===== src/rtl/riscv_pkg.sv =====
// Shared encodings for the single-cycle RV32I-subset core: opcodes, funct fields,
// ALU operation enum and the ALU evaluation helper.
package riscv_pkg;

    localparam logic [6:0] OPC_OP     = 7'b0110011;
    localparam logic [6:0] OPC_OP_IMM = 7'b0010011;
    localparam logic [6:0] OPC_LUI    = 7'b0110111;
    localparam logic [6:0] OPC_AUIPC  = 7'b0010111;
    localparam logic [6:0] OPC_BRANCH = 7'b1100011;
    localparam logic [6:0] OPC_JAL    = 7'b1101111;
    localparam logic [6:0] OPC_JALR   = 7'b1100111;

    localparam logic [2:0] F3_ADD_SUB = 3'b000;
    localparam logic [2:0] F3_SLL     = 3'b001;
    localparam logic [2:0] F3_SLT     = 3'b010;
    localparam logic [2:0] F3_SLTU    = 3'b011;
    localparam logic [2:0] F3_XOR     = 3'b100;
    localparam logic [2:0] F3_SRL_SRA = 3'b101;
    localparam logic [2:0] F3_OR      = 3'b110;
    localparam logic [2:0] F3_AND     = 3'b111;

    localparam logic [2:0] F3_BEQ  = 3'b000;
    localparam logic [2:0] F3_BNE  = 3'b001;
    localparam logic [2:0] F3_BLT  = 3'b100;
    localparam logic [2:0] F3_BGE  = 3'b101;
    localparam logic [2:0] F3_BLTU = 3'b110;
    localparam logic [2:0] F3_BGEU = 3'b111;

    localparam logic [6:0] F7_ALT = 7'b0100000;

    localparam logic [31:0] NOP = 32'h00000013;

    typedef enum logic [3:0] {
        ALU_ADD, ALU_SUB, ALU_AND, ALU_OR, ALU_XOR,
        ALU_SLT, ALU_SLTU, ALU_SLL, ALU_SRL, ALU_SRA
    } alu_op_e;

    // alt selects SUB/SRA; callers only raise it where the encoding allows it.
    function automatic alu_op_e alu_op_from_f3(input logic [2:0] f3, input logic alt);
        case (f3)
            F3_ADD_SUB: return alt ? ALU_SUB : ALU_ADD;
            F3_SLL:     return ALU_SLL;
            F3_SLT:     return ALU_SLT;
            F3_SLTU:    return ALU_SLTU;
            F3_XOR:     return ALU_XOR;
            F3_SRL_SRA: return alt ? ALU_SRA : ALU_SRL;
            F3_OR:      return ALU_OR;
            default:    return ALU_AND;
        endcase
    endfunction

    function automatic logic [31:0] alu_eval(input alu_op_e op, input logic [31:0] a,
                                             input logic [31:0] b);
        case (op)
            ALU_SUB:  return a - b;
            ALU_AND:  return a & b;
            ALU_OR:   return a | b;
            ALU_XOR:  return a ^ b;
            ALU_SLT:  return {31'b0, $signed(a) < $signed(b)};
            ALU_SLTU: return {31'b0, a < b};
            ALU_SLL:  return a << b[4:0];
            ALU_SRL:  return a >> b[4:0];
            ALU_SRA:  return 32'($signed(a) >>> b[4:0]);
            default:  return a + b;
        endcase
    endfunction

endpackage


===== src/rtl/riscv_regfile.sv =====
// 32x32 register file, two combinational read ports, one write port, x0 hardwired to zero.
module riscv_regfile (
    input  logic        clk,
    input  logic        reset,
    input  logic [4:0]  raddr1_i,
    input  logic [4:0]  raddr2_i,
    input  logic [4:0]  waddr_i,
    input  logic        we_i,
    input  logic [31:0] wdata_i,
    output logic [31:0] rdata1_o,
    output logic [31:0] rdata2_o
);

    logic [31:0] regs_q [32];

    always_ff @(posedge clk) begin
        if (reset) begin
            for (int i = 0; i < 32; i++) regs_q[i] <= '0;
        end else if (we_i && (waddr_i != 5'd0)) begin
            regs_q[waddr_i] <= wdata_i;
        end
    end

    // Reads see the pre-edge contents, so a same-cycle write is not forwarded.
    assign rdata1_o = (raddr1_i == 5'd0) ? '0 : regs_q[raddr1_i];
    assign rdata2_o = (raddr2_i == 5'd0) ? '0 : regs_q[raddr2_i];

endmodule


===== src/rtl/riscv_processor.sv =====
// Single-cycle RV32I-subset core: ROM fetch, decode, ALU, writeback and PC update
// all complete in one clock; unsupported opcodes behave as NOP.
module riscv_processor
    import riscv_pkg::*;
#(
    parameter int          IMEM_DEPTH = 64,
    parameter logic [31:0] RESET_PC   = 32'h00000000,
    // Boot program, word 0 in the low 32 bits; the rest of the ROM holds NOP.
    parameter logic [127:0] PROG_INIT = {32'h403101b3, 32'h002081b3,
                                         32'h00600113, 32'h00500093}
) (
    input  logic        clk,
    input  logic        reset,
    output logic [31:0] pc_out,
    output logic [31:0] instruction_out
);

    localparam int          AW         = $clog2(IMEM_DEPTH);
    localparam logic [31:0] IMEM_BYTES = 32'(4 * IMEM_DEPTH);

    logic [31:0] pc_q, pc_d, pc_plus4;
    logic [31:0] instr;
    logic [AW-1:0] rom_idx;

    logic [6:0]  opcode, f7;
    logic [2:0]  f3;
    logic [4:0]  rd, rs1, rs2;
    logic [31:0] imm_i, imm_b, imm_j, imm_u;
    logic [31:0] rs1_data, rs2_data;
    logic [31:0] op_b, alu_res, wb_data;
    alu_op_e     alu_op;
    logic        reg_we, taken;

    always_comb begin
        rom_idx = pc_q[AW+1:2];
        if (pc_q >= IMEM_BYTES)    instr = NOP;
        else if (int'(rom_idx) < 4) instr = PROG_INIT[32*int'(rom_idx) +: 32];
        else                        instr = NOP;
    end

    assign opcode = instr[6:0];
    assign rd     = instr[11:7];
    assign f3     = instr[14:12];
    assign rs1    = instr[19:15];
    assign rs2    = instr[24:20];
    assign f7     = instr[31:25];

    assign imm_i = {{21{instr[31]}}, instr[30:20]};
    assign imm_b = {{20{instr[31]}}, instr[7], instr[30:25], instr[11:8], 1'b0};
    assign imm_j = {{12{instr[31]}}, instr[19:12], instr[20], instr[30:21], 1'b0};
    assign imm_u = {instr[31:12], 12'b0};

    riscv_regfile u_regfile (
        .clk      (clk),
        .reset    (reset),
        .raddr1_i (rs1),
        .raddr2_i (rs2),
        .waddr_i  (rd),
        .we_i     (reg_we),
        .wdata_i  (wb_data),
        .rdata1_o (rs1_data),
        .rdata2_o (rs2_data)
    );

    always_comb begin
        taken = 1'b0;
        case (f3)
            F3_BEQ:  taken = (rs1_data == rs2_data);
            F3_BNE:  taken = (rs1_data != rs2_data);
            F3_BLT:  taken = ($signed(rs1_data) <  $signed(rs2_data));
            F3_BGE:  taken = ($signed(rs1_data) >= $signed(rs2_data));
            F3_BLTU: taken = (rs1_data <  rs2_data);
            F3_BGEU: taken = (rs1_data >= rs2_data);
            default: taken = 1'b0;
        endcase
    end

    assign pc_plus4 = pc_q + 32'd4;
    assign alu_res  = alu_eval(alu_op, rs1_data, op_b);

    always_comb begin
        alu_op  = ALU_ADD;
        op_b    = imm_i;
        reg_we  = 1'b0;
        wb_data = alu_res;
        pc_d    = pc_plus4;
        case (opcode)
            OPC_OP: begin
                alu_op = alu_op_from_f3(f3, f7 == F7_ALT);
                op_b   = rs2_data;
                reg_we = 1'b1;
            end
            OPC_OP_IMM: begin
                // ADDI immediates may set bit 30, so only shifts honour the alt bit.
                alu_op = alu_op_from_f3(f3, (f3 == F3_SRL_SRA) && (f7 == F7_ALT));
                reg_we = 1'b1;
            end
            OPC_LUI: begin
                reg_we  = 1'b1;
                wb_data = imm_u;
            end
            OPC_AUIPC: begin
                reg_we  = 1'b1;
                wb_data = pc_q + imm_u;
            end
            OPC_BRANCH: pc_d = taken ? (pc_q + imm_b) : pc_plus4;
            OPC_JAL: begin
                reg_we  = 1'b1;
                wb_data = pc_plus4;
                pc_d    = pc_q + imm_j;
            end
            OPC_JALR: begin
                reg_we  = 1'b1;
                wb_data = pc_plus4;
                pc_d    = {alu_res[31:1], 1'b0};
            end
            default: ;
        endcase
    end

    always_ff @(posedge clk) begin
        if (reset) pc_q <= RESET_PC;
        else       pc_q <= pc_d;
    end

    assign pc_out          = pc_q;
    assign instruction_out = instr;

endmodule


===== config.mk =====
export PLATFORM = sky130hd
export DESIGN_NAME = riscv_processor
export DESIGN_NICKNAME = d
export VERILOG_FILES = /design/src/rtl/riscv_pkg.sv /design/src/rtl/riscv_regfile.sv /design/src/rtl/riscv_processor.sv
export SDC_FILE = /design/constraint.sdc
export NUM_CORES = 1
export LEC_CHECK = 0
export ABC_AREA = 1
export BUFFER_PORTS_ARGS = -buffer_cell sky130_fd_sc_hd__clkbuf_2
export CAP_MARGIN = 30
export CORE_ASPECT_RATIO = 2
export CORE_MARGIN = 3
export CORE_UTILIZATION = 30
export CTS_CLUSTER_DIAMETER = 200
export DETAILED_ROUTE_END_ITERATION = 8
export GPL_ROUTABILITY_DRIVEN = 0
export SYNTH_ARGS = -nofsm -noshare
export SYNTH_HDL_FRONTEND = slang
export SYNTH_SLANG_ARGS = --single-unit

===== constraint.sdc =====
create_clock -name clk -period 1.8 [get_ports clk]
set_input_delay 0.18 -clock clk [delete_from_list [all_inputs] [get_ports clk]]
set_output_delay 0.18 -clock clk [all_outputs]
set_load 0.02 [all_outputs]

==> flow_metrics.tcl <==
set metrics [dict create \
    io_pins 66 \
    status "complete, but fails checks" \
    die_area_um2 7740 \
    drive_gt1_share_pct 28.1 \
    finalSetupViolCount 5 \
    grtUsageTotal_pct 17.0 \
    layout_setup_ws_ns -0.0409 \
    wl_per_cell_um 13.4 \
    totalWireLength_um 6280 \
    syn2layout_area_growth_pct 30.2 \
    cts_root_buffer "clkbuf_16" \
    dieWidth_um 63.7 \
    r2r_cells 9 \
    power_leakage_nw 1.11 \
    hold_depth 3 \
    synth.avg_cell_area_um2 6.23 \
    grt_max_degree 17 \
    vias_per_cell 4.56 \
    crit_arrival_ns 1.66 \
    clk_latency_ns 0.28 \
    first_global_vias 2102 \
    core-area_um2 6410 \
    fmax_mhz 543 \
    num_antenna_cells 0 \
    rsz0062_at_grt "yes" \
    clk_pin_slew_ns 0.05 \
    slew_violations 0 \
    nets 384 \
    yosys_warnings 0 \
    cp-start-kind "flip-flop" \
    end_kind "output pin" \
    holdBufCountCts 0 \
    r2r_start "pc_out[3]" \
    num_rows 41 \
    largest_register_ffs 30 \
    io_buffers 40 \
    hold_viol_final 0 \
    die_h_um 121 \
    path_class "flip-flop to output pin" \
    finalInstanceArea_um2 2610 \
    power_density_nw_per_um2 708 \
    dp.cells 449 \
    critPathMaxFanout 6 \
    ant_nets 0 \
    antenna_found_initial 0 \
    crit_required_ns 1.62 \
    ys_seq_area_share_pct 30.0 \
    synth_cell_types 20 \
    min_from "reset" \
    ir_drop_mv 0.763 \
    worstHoldPathType "input port to flip-flop" \
    grt_pass1_wl_um 9850 \
    post-route-min-period_ns 1.84 \
    drtPass1Iterations 4 \
    place_ws_ns 0.120 \
    start_util_pct 31.2 \
    grt_overflow_total 0 \
    hpwl_um 4850 \
    netlist_instances 321 \
    synth-seq-cells 30 \
    maxCapViolations 0 \
    final_common_cell "nand2_1" \
    cts_tree "built" \
    vias 2131 \
    synthesis.area_um2 2000 \
    drtIter0Drc 49 \
    clockBufferDepth 2 \
    mostFrequentLayoutCells "nand2_1 (68), nor2_1 (58), inv_1 (39)" \
    utilization_pct 40.6 \
    cts_made_buffers 5 \
    place_area_um2 2250 \
    clkSinkCount 30 \
    worst_clock_skew_ns 0.00459 \
    startpoint "pc_out[3]" \
    fill_cells 721 \
    min_period_over_period_pct 102 \
    violations "setup timing" \
    drc 0 \
    cts-htree-levels 2 \
    final_cell_count_no_fill 467 \
    p_total_mw 1.84 \
]
==> Yosys cell counts (all sizes together) <==
cell    instances  area share, %
inv            41            7.7
clkbuf          2           0.38
nand4          10            3.1
nand2          76             16
conb            2           0.38
dfxtp          30             30
a21oi          20            5.0
nand3          17            4.8
nor2           74             16
ha              2            1.3
buf            28             11
nor3            3           0.75
xor2            2           0.88
o21ai          14            3.5
==> stage by stage <==
stage / setup TNS [ns] / hold WS (ns)
6_report: -0.0619 / 0.304
5_1_grt: -0.673 / 0.341
2_1_floorplan: 0 / 0.471
4_1_cts: -0.00122 / 0.308
3_3_place_gp: 0 / 0.480
3_5_place_dp: 0 / 0.493
==> critical path: stages, from the launching register on <==
cell	delay (ns)
dfxtp_2	0.33
inv_2	0.05
ha_4	0.15
nand2_2	0.05
nand4_1	0.11
nor2_2	0.20
nand3_4	0.15
a21oi_2	0.17
clkbuf_8	0.17
==> path summary, 6_finish.rpt <==
path,end,slack [ns]
max,instruction_out[7],-0.04
min,pc_out[27],0.30
max reg2reg,pc_out[30],0.12
min reg2reg,pc_out[14],0.52
==> repair_timing <==
item | in CTS | in global routing
gates cloned | 0 | 0
resized for setup | 24 | 23
endpoints found under the setup margin | 8 | 15
setup buffers | 9 | 1
pin swaps | 4 | 8
==> routing by layer <==
layer  vias to the layer above  wire length [um]  GRT usage (%)
met5                         -                 0              0
met4                         0               283           11.6
met3                        15               315           3.89
met2                        75              3560           32.9
met1                       976              2130           14.8
li1                       1065                 -              -
==> logic make-up (layout without fill, tap and decap cells) <==
kind of cell	count (synthesis)	in the layout	synth area share, %
AOI/OAI and AO/OA	34	34	8.51
xor gates and xnor gates	2	2	0.876
DFF	30	30	30.0
buffers and inverters	71	108	18.6
other	2	25	0.375
and+or+nand+nor	180	180	40.4
adders and majority gates	2	2	1.25
==> cell type report <==
type	instances	area [um2]	share of cell area, %
repair buffers	59	379	14.6
multi-input cells	243	1180	45.3
inverters	41	154	5.91
clock buffers	8	166	6.39
flip-flops and latches	30	618	23.7
well taps	86	108	4.13
==> power breakdown <==
part	internal, mW	leakage (nW)	switching [mW]
combinational	0.0773	0.783	0.157
clock	0.625	0.0832	0.313
sequential	0.667	0.247	0.00507
total	1.37	1.11	0.475
Power figures use the tool's default switching activity.
